File: config.mk
export PLATFORM = sky130hd
export DESIGN_NAME = apb_master_bridge
export DESIGN_NICKNAME = d
export VERILOG_FILES = /design/src/rtl/apb_master_bridge.sv
export SDC_FILE = /design/constraint.sdc
export NUM_CORES = 1
export LEC_CHECK = 0
export BUFFER_PORTS_ARGS = -buffer_cell sky130_fd_sc_hd__buf_2
export CORE_MARGIN = 2
export CORE_UTILIZATION = 49
export CTS_BUF_LIST = sky130_fd_sc_hd__clkbuf_2
export DETAILED_ROUTE_END_ITERATION = 8
export GPL_ROUTABILITY_DRIVEN = 0
export PLACE_DENSITY_LB_ADDON = 0.15
export SYNTH_ARGS = -nofsm -noshare
export SYNTH_HDL_FRONTEND = slang
export SYNTH_SLANG_ARGS = --single-unit
File: constraint.sdc
create_clock -name clk_i -period 3.3 [get_ports clk_i]
set_input_delay 0 -clock clk_i [delete_from_list [all_inputs] [get_ports clk_i]]
set_output_delay 0 -clock clk_i [all_outputs]
set_load 0.005 [all_outputs]
File: src/rtl/apb_master_bridge.sv
// APB3 initiator bridge: turns one valid/ready request into a SETUP->ACCESS
// transfer and returns the outcome through a one-entry response register.
// Only one transfer is ever in flight. A programmable PREADY timeout aborts
// hung slaves with an error response.
//
// Handshake rule (request and response sides alike): a beat transfers on a
// rising edge where valid and ready are both 1. Once valid is raised, the
// payload is held stable until that edge. No ready depends combinationally
// on the matching valid.
module apb_master_bridge #(
   parameter int APB_ADDR_WIDTH = 32,
   parameter int APB_DATA_WIDTH = 32,
   parameter int TIMEOUT_CYCLES = 256
) (
   input  logic                      clk_i,
   input  logic                      rst_i,
   input  logic                      req_valid_i,
   output logic                      req_ready_o,
   input  logic [APB_ADDR_WIDTH-1:0] req_addr_i,
   input  logic                      req_write_i,
   input  logic [APB_DATA_WIDTH-1:0] req_wdata_i,
   output logic                      rsp_valid_o,
   input  logic                      rsp_ready_i,
   output logic [APB_DATA_WIDTH-1:0] rsp_rdata_o,
   output logic                      rsp_err_o,
   output logic                      psel_o,
   output logic                      penable_o,
   output logic                      pwrite_o,
   output logic [APB_ADDR_WIDTH-1:0] paddr_o,
   output logic [APB_DATA_WIDTH-1:0] pwdata_o,
   input  logic [APB_DATA_WIDTH-1:0] prdata_i,
   input  logic                      pready_i,
   input  logic                      pslverr_i,
   output logic [1:0]                dbg_state_o
);

   typedef enum logic [1:0] {
      ST_IDLE   = 2'd0,
      ST_SETUP  = 2'd1,
      ST_ACCESS = 2'd2,
      ST_RESP   = 2'd3
   } state_t;

   // A zero timeout still needs a legal (1-bit) counter; it is simply never compared.
   localparam int CNT_W = (TIMEOUT_CYCLES > 0) ? $clog2(TIMEOUT_CYCLES + 1) : 1;
   localparam logic [CNT_W-1:0] CNT_MAX = '1;

   state_t           state;
   logic [CNT_W-1:0] to_cnt;
   logic             to_hit;

   assign dbg_state_o = state;

   // The current stalled ACCESS cycle is the one that brings the count up to the limit.
   always_comb begin
      to_hit = 1'b0;
      if (TIMEOUT_CYCLES > 0) begin
         to_hit = ((int'(to_cnt) + 1) >= TIMEOUT_CYCLES);
      end
   end

   // Transfer sequencer; every APB and response output is a register written here.
   always_ff @(posedge clk_i or posedge rst_i) begin
      if (rst_i) begin
         state       <= ST_IDLE;
         to_cnt      <= '0;
         req_ready_o <= 1'b1;
         rsp_valid_o <= 1'b0;
         rsp_rdata_o <= '0;
         rsp_err_o   <= 1'b0;
         psel_o      <= 1'b0;
         penable_o   <= 1'b0;
         pwrite_o    <= 1'b0;
         paddr_o     <= '0;
         pwdata_o    <= '0;
      end else begin
         case (state)
            ST_IDLE: begin
               if (req_valid_i) begin
                  // The APB address/control registers double as the request latch.
                  paddr_o     <= req_addr_i;
                  pwrite_o    <= req_write_i;
                  pwdata_o    <= req_wdata_i;
                  psel_o      <= 1'b1;
                  penable_o   <= 1'b0;
                  req_ready_o <= 1'b0;
                  to_cnt      <= '0;
                  state       <= ST_SETUP;
               end
            end
            ST_SETUP: begin
               penable_o <= 1'b1;
               state     <= ST_ACCESS;
            end
            ST_ACCESS: begin
               if (pready_i) begin
                  // A slave answering on the very cycle the limit is hit still completes normally.
                  rsp_rdata_o <= pwrite_o ? '0 : prdata_i;
                  rsp_err_o   <= pslverr_i;
                  rsp_valid_o <= 1'b1;
                  psel_o      <= 1'b0;
                  penable_o   <= 1'b0;
                  state       <= ST_RESP;
               end else if (to_hit) begin
                  rsp_rdata_o <= '0;
                  rsp_err_o   <= 1'b1;
                  rsp_valid_o <= 1'b1;
                  psel_o      <= 1'b0;
                  penable_o   <= 1'b0;
                  state       <= ST_RESP;
               end else if (to_cnt != CNT_MAX) begin
                  to_cnt <= to_cnt + CNT_W'(1);
               end
            end
            ST_RESP: begin
               if (rsp_ready_i) begin
                  rsp_valid_o <= 1'b0;
                  req_ready_o <= 1'b1;
                  state       <= ST_IDLE;
               end
            end
            default: begin
               state <= ST_IDLE;
            end
         endcase
      end
   end

endmodule

### After elaboration in Yosys (flattened, before gate mapping)

Cells that the tools add are included.

| storage, ports and cells | value |
|---|---|
| bits in registers | 113 |
| input bits | 103 |
| output and inout port bits | 104 |
| logic and storage cells | 64 |

| cells by class | value |
|---|---|
| $add $sub $neg | 2 |
| order comparisons | 1 |
| equality and inequality tests | 10 |
| mux-type cells | 26 |
| reduce and logical (&&, ||, !) cells | 14 |

Operators by type and width:

| operator | count |
|---|---|
| 2-to-1 mux 32 bit | 3 |
| 2-to-1 mux 9 bit | 4 |
| one-hot mux 9 bit (2 select lines) | 1 |
| AND reduction 3 bit | 5 |
| adder 9 x 1 -> 10 bit, second input constant | 1 |
| >= comparator 10 x 9 -> 1 bit, second input constant | 1 |
| != test 2 bit, second input constant | 5 |
| adder 9 x 1 -> 9 bit, second input constant | 1 |
| 2-to-1 mux 1 bit | 9 |
| != test 9 bit, second input constant | 1 |
| 2-to-1 mux 2 bit | 4 |
| one-hot mux 2 bit (4 select lines) | 1 |
| nonzero test 2 bit | 4 |
| one-hot mux 1 bit (2 select lines) | 3 |
| AND reduction 5 bit | 1 |
| == test 2 bit, second input constant | 2 |
| AND reduction 2 bit | 2 |
| != test 3 bit, second input constant | 1 |
| one-hot mux 1 bit (3 select lines) | 1 |
| nonzero test 3 bit | 1 |
| == test 2 x 1 -> 1 bit, second input constant | 1 |
| logical NOT 2 bit | 1 |

### Depth between registers and ports, before layout

Gate-level depths: netlist of the first run.

| depth | value |
|---|---|
| depth in word-level cells | 5 |
| depth in mapped cells | 9 |
| depth with buffers taken out | 8 |

### Worst setup path after synthesis of the first run

Ideal clock, no wire load.

| path | value |
|---|---|
| path type | reg2reg |
| from | register to_cnt[0] |
| to | register to_cnt[3] |
| setup time | 0.124 ns |
| arrival | 2.274 ns |
| required time | 3.176 ns |
| setup slack | 0.902 ns |
| cell stages (with the launch flop) | 9 |
| path buffers | 1 |
| period minus slack after synthesis | 2.398 ns |
| cells stage by stage | dfrtp_1 > ha_1 > nand3_1 > nor2_1 > ha_1 > or4_4 > buf_6 > o311a_1 > a211o_1 |

| between the ends | value |
|---|---|
| longest elaborated chain between the ends | 5 |
| elaborated cells between the ends (all ways) | 11 |
| those cells by class | add/sub: 2; order compare: 1; eq/ne: 3; mux: 4; reduce/logical: 1 |

RTL lines:

| element | RTL line | source |
|---|---|---|
| from (decl) | 49 | `logic [CNT_W-1:0] to_cnt;` |
| from (signal assigned) | 112 | `to_cnt <= to_cnt + CNT_W'(1);` |
| parallel branches: the longest is 5 deep, another holds adder 9 x 1 -> 10 bit | -- |  |

Parallel ways; which one is timed is not known. The select of a mux whose other input is x is not followed.
A chain may end at the register's enable or synchronous reset.

### Final worst setup path of the first run

| path | value |
|---|---|
| from | register to_cnt[0] |
| to | register to_cnt[6] |

The elaborated chain is that of the path after synthesis.

==> results of run 1 <==
[report_power, final]
group | total (mW) | switching [mW] | internal (mW)
Combinational | 2.24 | 0.990 | 1.25
Sequential | 2.39 | 0.369 | 2.02
Clock | 1.07 | 0.573 | 0.501
[sequential cells by signal, summed over array words and instances (netlist names)]
name and cells:
dbg_state_o 2, paddr_o 32, penable_o 1, psel_o 1, pwdata_o 32, pwrite_o 1, req_ready_o 1, rsp_err_o 1
rsp_rdata_o 32, rsp_valid_o 1, to_cnt 9
[worst max-delay path, stage by stage (launching register included)]
cell     delay [ps]
dfrtp_1         480
ha_1            280
nand3_1         100
nor2_1           40
ha_1            310
or4_4           580
o311a_2         400
a211o_1         260
[per-stage QoR]
| stage | worst slack, ps | power [mW] | utilization | hold slack [ps] | cell area [um2] |
|---|---|---|---|---|---|
| finish | 756 | 5.71 | 0.770 | 63.1 | 7050 |
| global route | 628 | 6.06 | 0.770 | 13.2 | 7050 |
| CTS | 756 | 5.67 | 0.770 | 0.652 | 7050 |
| detailed placement | 791 | 4.48 | 0.624 | 219 | 5710 |
| global placement | 849 | 4.39 | 0.624 | 218 | 5710 |
| floorplan | 314 | 3.55 | - | 133 | 4590 |
[layer usage]
metal,wire length [um],vias to the layer above
li1,-,1823
met1,4870,2015
met2,7140,174
met3,896,45
met4,478,0
met5,0,-
[cells in the final DEF, fill, tap and decap left out, types with 2 or more instances in the layout]
cell             n
a211o_1          5
a21oi_1          5
a22o_1          33
a31oi_1          3
and4_1           2
buf_2          206
buf_4            6
bufinv_16        4
clkbuf_2        18
clkinv_2         3
clkinvlp_4       2
dfrtp_1        112
dlygate4sd3_1  106
ha_1             6
inv_1            5
inv_6            3
mux2_2          66
mux2i_1          3
nand2_1          9
nand2b_1         3
nand3_1          6
nand4_1          2
nor2_1           9
nor2b_1          2
nor4_1           4
o221ai_1         2
o311a_1          2
o311a_2          2
[how the worst min path moves through the flow]
stage	startpoint	end	depth (start not counted)
after floorplan	prdata_i[21]	rsp_rdata_o[21]$_DFFE_PP0P_	1
after global placement	rst_i	pwdata_o[16]$_DFFE_PP0P_	2
after detailed placement	rst_i	pwdata_o[5]$_DFFE_PP0P_	2
after CTS	req_wdata_i[28]	pwdata_o[28]$_DFFE_PP0P_	3
after global routing	req_addr_i[9]	paddr_o[9]$_DFFE_PP0P_	3
final	prdata_i[1]	rsp_rdata_o[1]$_DFFE_PP0P_	3
[timing repair]
item / CTS / global route
hold buffers: 106 / 0
setup endpoints to repair: 0 / 0
hold endpoints to repair: 178 / 0
[cell families (layout without fill, tap and decap cells)]
logic type / after synthesis / after routing / synth area share
AO/OA/AOI/OAI: 59 / 59 / 0.110
flip-flops: 113 / 113 / 0.616
adder cells (fa/ha/maj): 6 / 6 / 0.0163
buffers and inverters: 25 / 356 / 0.0310
AND/OR/NAND/NOR: 46 / 46 / 0.0558
multiplexers: 70 / 70 / 0.171
[layout make-up]
cell class / count / area (um2) / area share
multi-input cells: 181 / 1630 / 0.231
repair buffers: 319 / 2160 / 0.306
clock inverters: 13 / 185 / 0.0263
clock buffers: 18 / 90.1 / 0.0128
flip-flops and latches: 113 / 2830 / 0.401
well taps: 111 / 139 / 0.0197
inverters: 6 / 25.0 / 0.00355
==> results.md, run 1 <==
- Synth top cells by count: dfrtp_1, mux2_2, a22o_1, clkbuf_1, nor2_1
- DRT Pass-1 Iters: 4
- RSZ-0062 raised after global routing: false
- Clk_lat worst skew: 680 ps
- CP Max Fanout: 12
- Yosys cell types: 42
- Setup TNS Final: 0 ps
- Placed cells: 624
- Vias/cell: 5.33
- Routed Antenna Nets: 0
- Worst EP required: 3880 ps
- Worst setup EP type: flop
- Reg2Reg Depth: 7
- Final Hold Viols: 0
- CTS Root Buffer Type: clkbuf_2
- DRC: 0
- H-tree Lvls: 4
- Met1 usage: 0.295
- Placeable Area: 9150 um2
- Mapped Area: 4590 um2
- Die width: 101 um
- Status: completed
- Ys Warns: 0
- Hpwl dp: 8050 um
- Crit path DAT: 3130 ps
- Num CTS Buffers: 17
- Reg-to-reg setup timing slack: 760 ps
- Final min period: 2540 ps
- Largest net degree at the start of global routing: 71
- DR iter-0 viols: 126
- Met3 GRT Util: 0.102
- Share of Yosys cell area claimed by the top area cell type: 0.610
- Reg2reg end: to_cnt[6]$_DFFE_PP0P_
- Routed len/inst: 17.6 um
- Synthesis-stage register bit count: 113
- GR Layer Usage met2: 0.469
- Via count: 4057
- Global-route usage over all layers: 0.273
- Critical path class: reg2reg
- HP Class: in2reg
- Die height: 101 um
- Post-synth ARST share: 1.00
- # fillers: 556
- Share of post-route cells with drive strength above 1: 0.498
- Syn Area/Cell: 14.4 um2
- Leading area contributor after synthesis: dfrtp_1
- GRT Residual Overflow: 0
- Seq/Total Area, Yosys: 0.616
- EDFF count, synth: 0
- Syn-to-layout area delta: 53.5%
- Max-Slew Margin vs Limit: 0.469
- Clock sink total: 113
- Synthesized Nets: 428
- Initial Utilization: 0.502
- Max Fclk: 0.393 GHz
- Crit path launch: to_cnt[0]$_DFFE_PP0P_
- Post-Route WL: 13400 um
- CTS clk-pin slew, worst paths: 180 ps
- First-pass GRT wire length: 21000 um
- Number of global-route vias before repair: 4252
- RR Startpoint: to_cnt[0]$_DFFE_PP0P_
- CP endpoint: to_cnt[6]$_DFFE_PP0P_
- Die area: 10200 um2
- Setup Skew: 24.5 ps
- # IOs: 207
- # resized after CTS: 0
- Finished Layout Cells: 761
- Std-Cell Rows: 35
- GRT Max-Usage Layer: met2
- Worst vdd ir: 0.494 mV
- Lkg Pwr: 3.56 nW
- Longest Clk Path Bufs: 2
- Worst setup SP type: flop
- # port buffers: 206
- Pwr Density: 810 nW/um2
- Count leader, synth: dfrtp_1
- Worst slew pin tran: 797 ps
- Initial antenna violation count: 0
- TritonCTS clock tree: built
- Post-Synthesis Cells: 319
- Final Net Count: 747
- Ys flop type: dfrtp_1
- Postcts setup bufs: 0
- Max Cap Viol: 0
- Top cells by area, synth: dfrtp_1, mux2_2, a22o_1
- Period utilization: 0.771
- Final max-slew violation count: 0
- Antenna Cells: 0
- Final setup violation count: 0
Note: power is estimated with default switching activity, not from simulation.
==> run 2: changes to the inputs <==
--- a/config.mk
+++ b/config.mk
@@ -5,9 +5,10 @@
 export SDC_FILE = /design/constraint.sdc
 export NUM_CORES = 1
 export LEC_CHECK = 0
+export ABC_AREA = 1
 export BUFFER_PORTS_ARGS = -buffer_cell sky130_fd_sc_hd__buf_2
 export CORE_MARGIN = 2
-export CORE_UTILIZATION = 49
+export CORE_UTILIZATION = 44
 export CTS_BUF_LIST = sky130_fd_sc_hd__clkbuf_2
 export DETAILED_ROUTE_END_ITERATION = 8
 export GPL_ROUTABILITY_DRIVEN = 0
==> constraint.sdc (replaced) <==
create_clock -name clk_i -period 2.3 [get_ports clk_i]
set_input_delay 0 -clock clk_i [delete_from_list [all_inputs] [get_ports clk_i]]
set_output_delay 0 -clock clk_i [all_outputs]
set_load 0.005 [all_outputs]
==> results.md, run 2 <==
- Longest Clk Path Bufs: 2
- EDFF count, synth: 0
- Pwr Density: 1060 nW/um2
- Slowest CP cell: dfrtp_1
- Status: completed
- Std-Cell Rows: 37
- Placed cells: 873
- GRT Residual Overflow: 0
- CTS clk-pin slew, worst paths: 180 ps
- # port buffers: 206
- Worst slew pin tran: 689 ps
- Top cells by area, synth: dfrtp_1, nand2_1, ha_1
- Lkg Pwr: 4.11 nW
- Post-Synthesis Cells: 546
- Worst setup EP type: flop
- Number of global-route vias before repair: 4856
- Ys Warns: 0
- Final max-slew violation count: 0
- Mapped Area: 4680 um2
- Routed len/inst: 13.3 um
- Share of Yosys cell area claimed by the top area cell type: 0.598
- Critical path cell sequence: ha_1 -> nand2_1 -> nor2_1 -> inv_1 -> nor3b_1 -> ha_1 -> inv_1 -> nand3_2 -> nand2_4 -> nand2_4 -> nand2_1 -> nand2_1
- Critical path class: reg2reg
- RSZ-0062 raised after global routing: false
- TritonCTS clock tree: built
- Initial antenna violation count: 0
- Vias/cell: 4.68
- Total power: 7.67 mW
- Count leader, synth: nand2_1
- Setup Skew: 29.5 ps
- Hpwl dp: 8050 um
- Post-synthesis simple-gate area fraction: 0.319
- Buffers and inverters on the worst path: 2
- Multiplexer area fraction after synthesis: 0
- Placeable Area: 10300 um2
- Synthesis-stage register bit count: 113
- HP Class: in2reg
- Seq/Total Area, Yosys: 0.604
- Worst vdd ir: 0.623 mV
- Final Net Count: 981
- Antenna Cells: 0
- H-tree Lvls: 4
- Compound-gate portion of the synthesized area: 0.0192
- Clock sink total: 113
- Worst setup SP type: flop
- Delay-heaviest family, CP: simple AND/OR/NAND/NOR gates
- Clk_lat worst skew: 600 ps
- Max Cap Viol: 0
- Post-synth ARST share: 1.00
- Final setup violation count: 0
- Post-Synth XOR/XNOR Area: 0
- Final Hold Viols: 0
- Utilization after layout: 0.704
- Cell mode on critical path: nand2_1
- Synthesized Nets: 655
- Most frequent cells in the layout: nand2_1, buf_2, dlygate4sd3_1
- Largest net degree at the start of global routing: 70
- Syn Area/Cell: 8.58 um2
- Post-Route WL: 13600 um
- Largest family of logic cells by synthesized area: simple AND/OR/NAND/NOR gates
- CTS Root Buffer Type: clkbuf_2
- Die area: 11500 um2
- Share of post-route cells with drive strength above 1: 0.297
- DR iter-0 viols: 278
- Largest registers: paddr_o x32, pwdata_o x32, rsp_rdata_o x32
- Routed Antenna Nets: 0
- Die height: 107 um
- Synth top cells by count: nand2_1, dfrtp_1, inv_1, nand3_1, nor2_1
- DRT Pass-1 Iters: 5
- Global-route usage over all layers: 0.240
- Setup TNS Final: 0 ps
- # IOs: 207
- Commonest non-fill, non-tap cell in the layout: nand2_1
- DRC: 0
- Finished Layout Cells: 1019
- Ys flop type: dfrtp_1
- Via count: 4773
- First-pass GRT wire length: 21800 um
- Period utilization: 0.915
- Crit path largest cell delay: 430 ps
- Crit path DAT: 2590 ps
- Syn-to-layout area delta: 55.2%
- Final min period: 2100 ps
- Worst EP required: 2790 ps
- Max-Slew Margin vs Limit: 0.541
- Initial Utilization: 0.454
- Yosys cell types: 25
- CP Max Fanout: 10
- Synthesized-area fraction occupied by adder cells: 0.0160
- Leading area contributor after synthesis: dfrtp_1
- Die width: 107 um
- Num CTS Buffers: 17
- Max Fclk: 0.475 GHz
## run 2: path summary, 6_finish.rpt
| path | from | end | slack, ps | depth (start not counted) |
|---|---|---|---|---|
| min in group asynchronous | rst_i | paddr_o[5]$_DFFE_PP0P_ | 670 | 5 |
| setup / recovery | to_cnt[0]$_DFFE_PP0P_ | to_cnt[1]$_DFFE_PP0P_ | 200 | 12 |
| hold / removal | req_addr_i[16] | paddr_o[16]$_DFFE_PP0P_ | 110 | 4 |
| max in group asynchronous | rst_i | pwdata_o[28]$_DFFE_PP0P_ | 1160 | 5 |
| setup reg to reg | to_cnt[0]$_DFFE_PP0P_ | to_cnt[1]$_DFFE_PP0P_ | 200 | 12 |
| hold reg to reg | psel_o$_DFFE_PP0P_ | psel_o$_DFFE_PP0P_ | 490 | 2 |
## run 2: worst min-delay path, cell delays in order
cell and delay, ps:
dlygate4sd3_1 520, buf_2 90, nand2_1 40, nand2_1 40
## run 2: cells by family after synthesis
| kind of cell | count (synthesis) |
|---|---|
| buf+inv | 42 |
| flops | 113 |
| simple gates | 372 |
| fa+ha+maj | 6 |
| compound gates | 13 |
## run 2: per-layer routing
metal,global-route usage,vias up,part of all wire
li1,-,2304,-
met1,0.279,2278,0.41
met2,0.414,161,0.51
met3,0.0669,30,0.051
met4,0.102,0,0.028
met5,0,-,0
## run 2: what timing repair did
| action | 4_1_cts | 5_1_grt |
|---|---|---|
| buffers inserted | 0 | 1 |
| gates resized for setup | 0 | 4 |
| hold buffers | 115 | 0 |
| hold endpoints to repair | 226 | 0 |
| endpoints found under the setup margin | 0 | 34 |
## run 2: power breakdown
part	switching (mW)	internal [mW]
clock	0.775	0.595
sequential	0.481	2.82
combinational	1.67	1.34
total	2.92	4.75
## run 2: area by class of cell
cell class	count	area (um2)
tap	136	170
sequential	113	2830
clock inverter	13	164
multi-input combinational	391	1680
timing repair buffer	329	2260
inverter	20	78.8
fill	807	3060
clock buffer	17	85.1
## run 2: per-stage QoR
step / instance area [um2] / setup slack [ps] / hold slack [ps]
6_report: 7270 / 196 / 111
5_1_grt: 7270 / 5.78 / 6.41
4_1_cts: 7230 / 83.8 / 24.6
3_5_place_dp: 5830 / 172 / 162
3_3_place_gp: 5830 / 256 / 151
2_1_floorplan: 4690 / 420 / 110
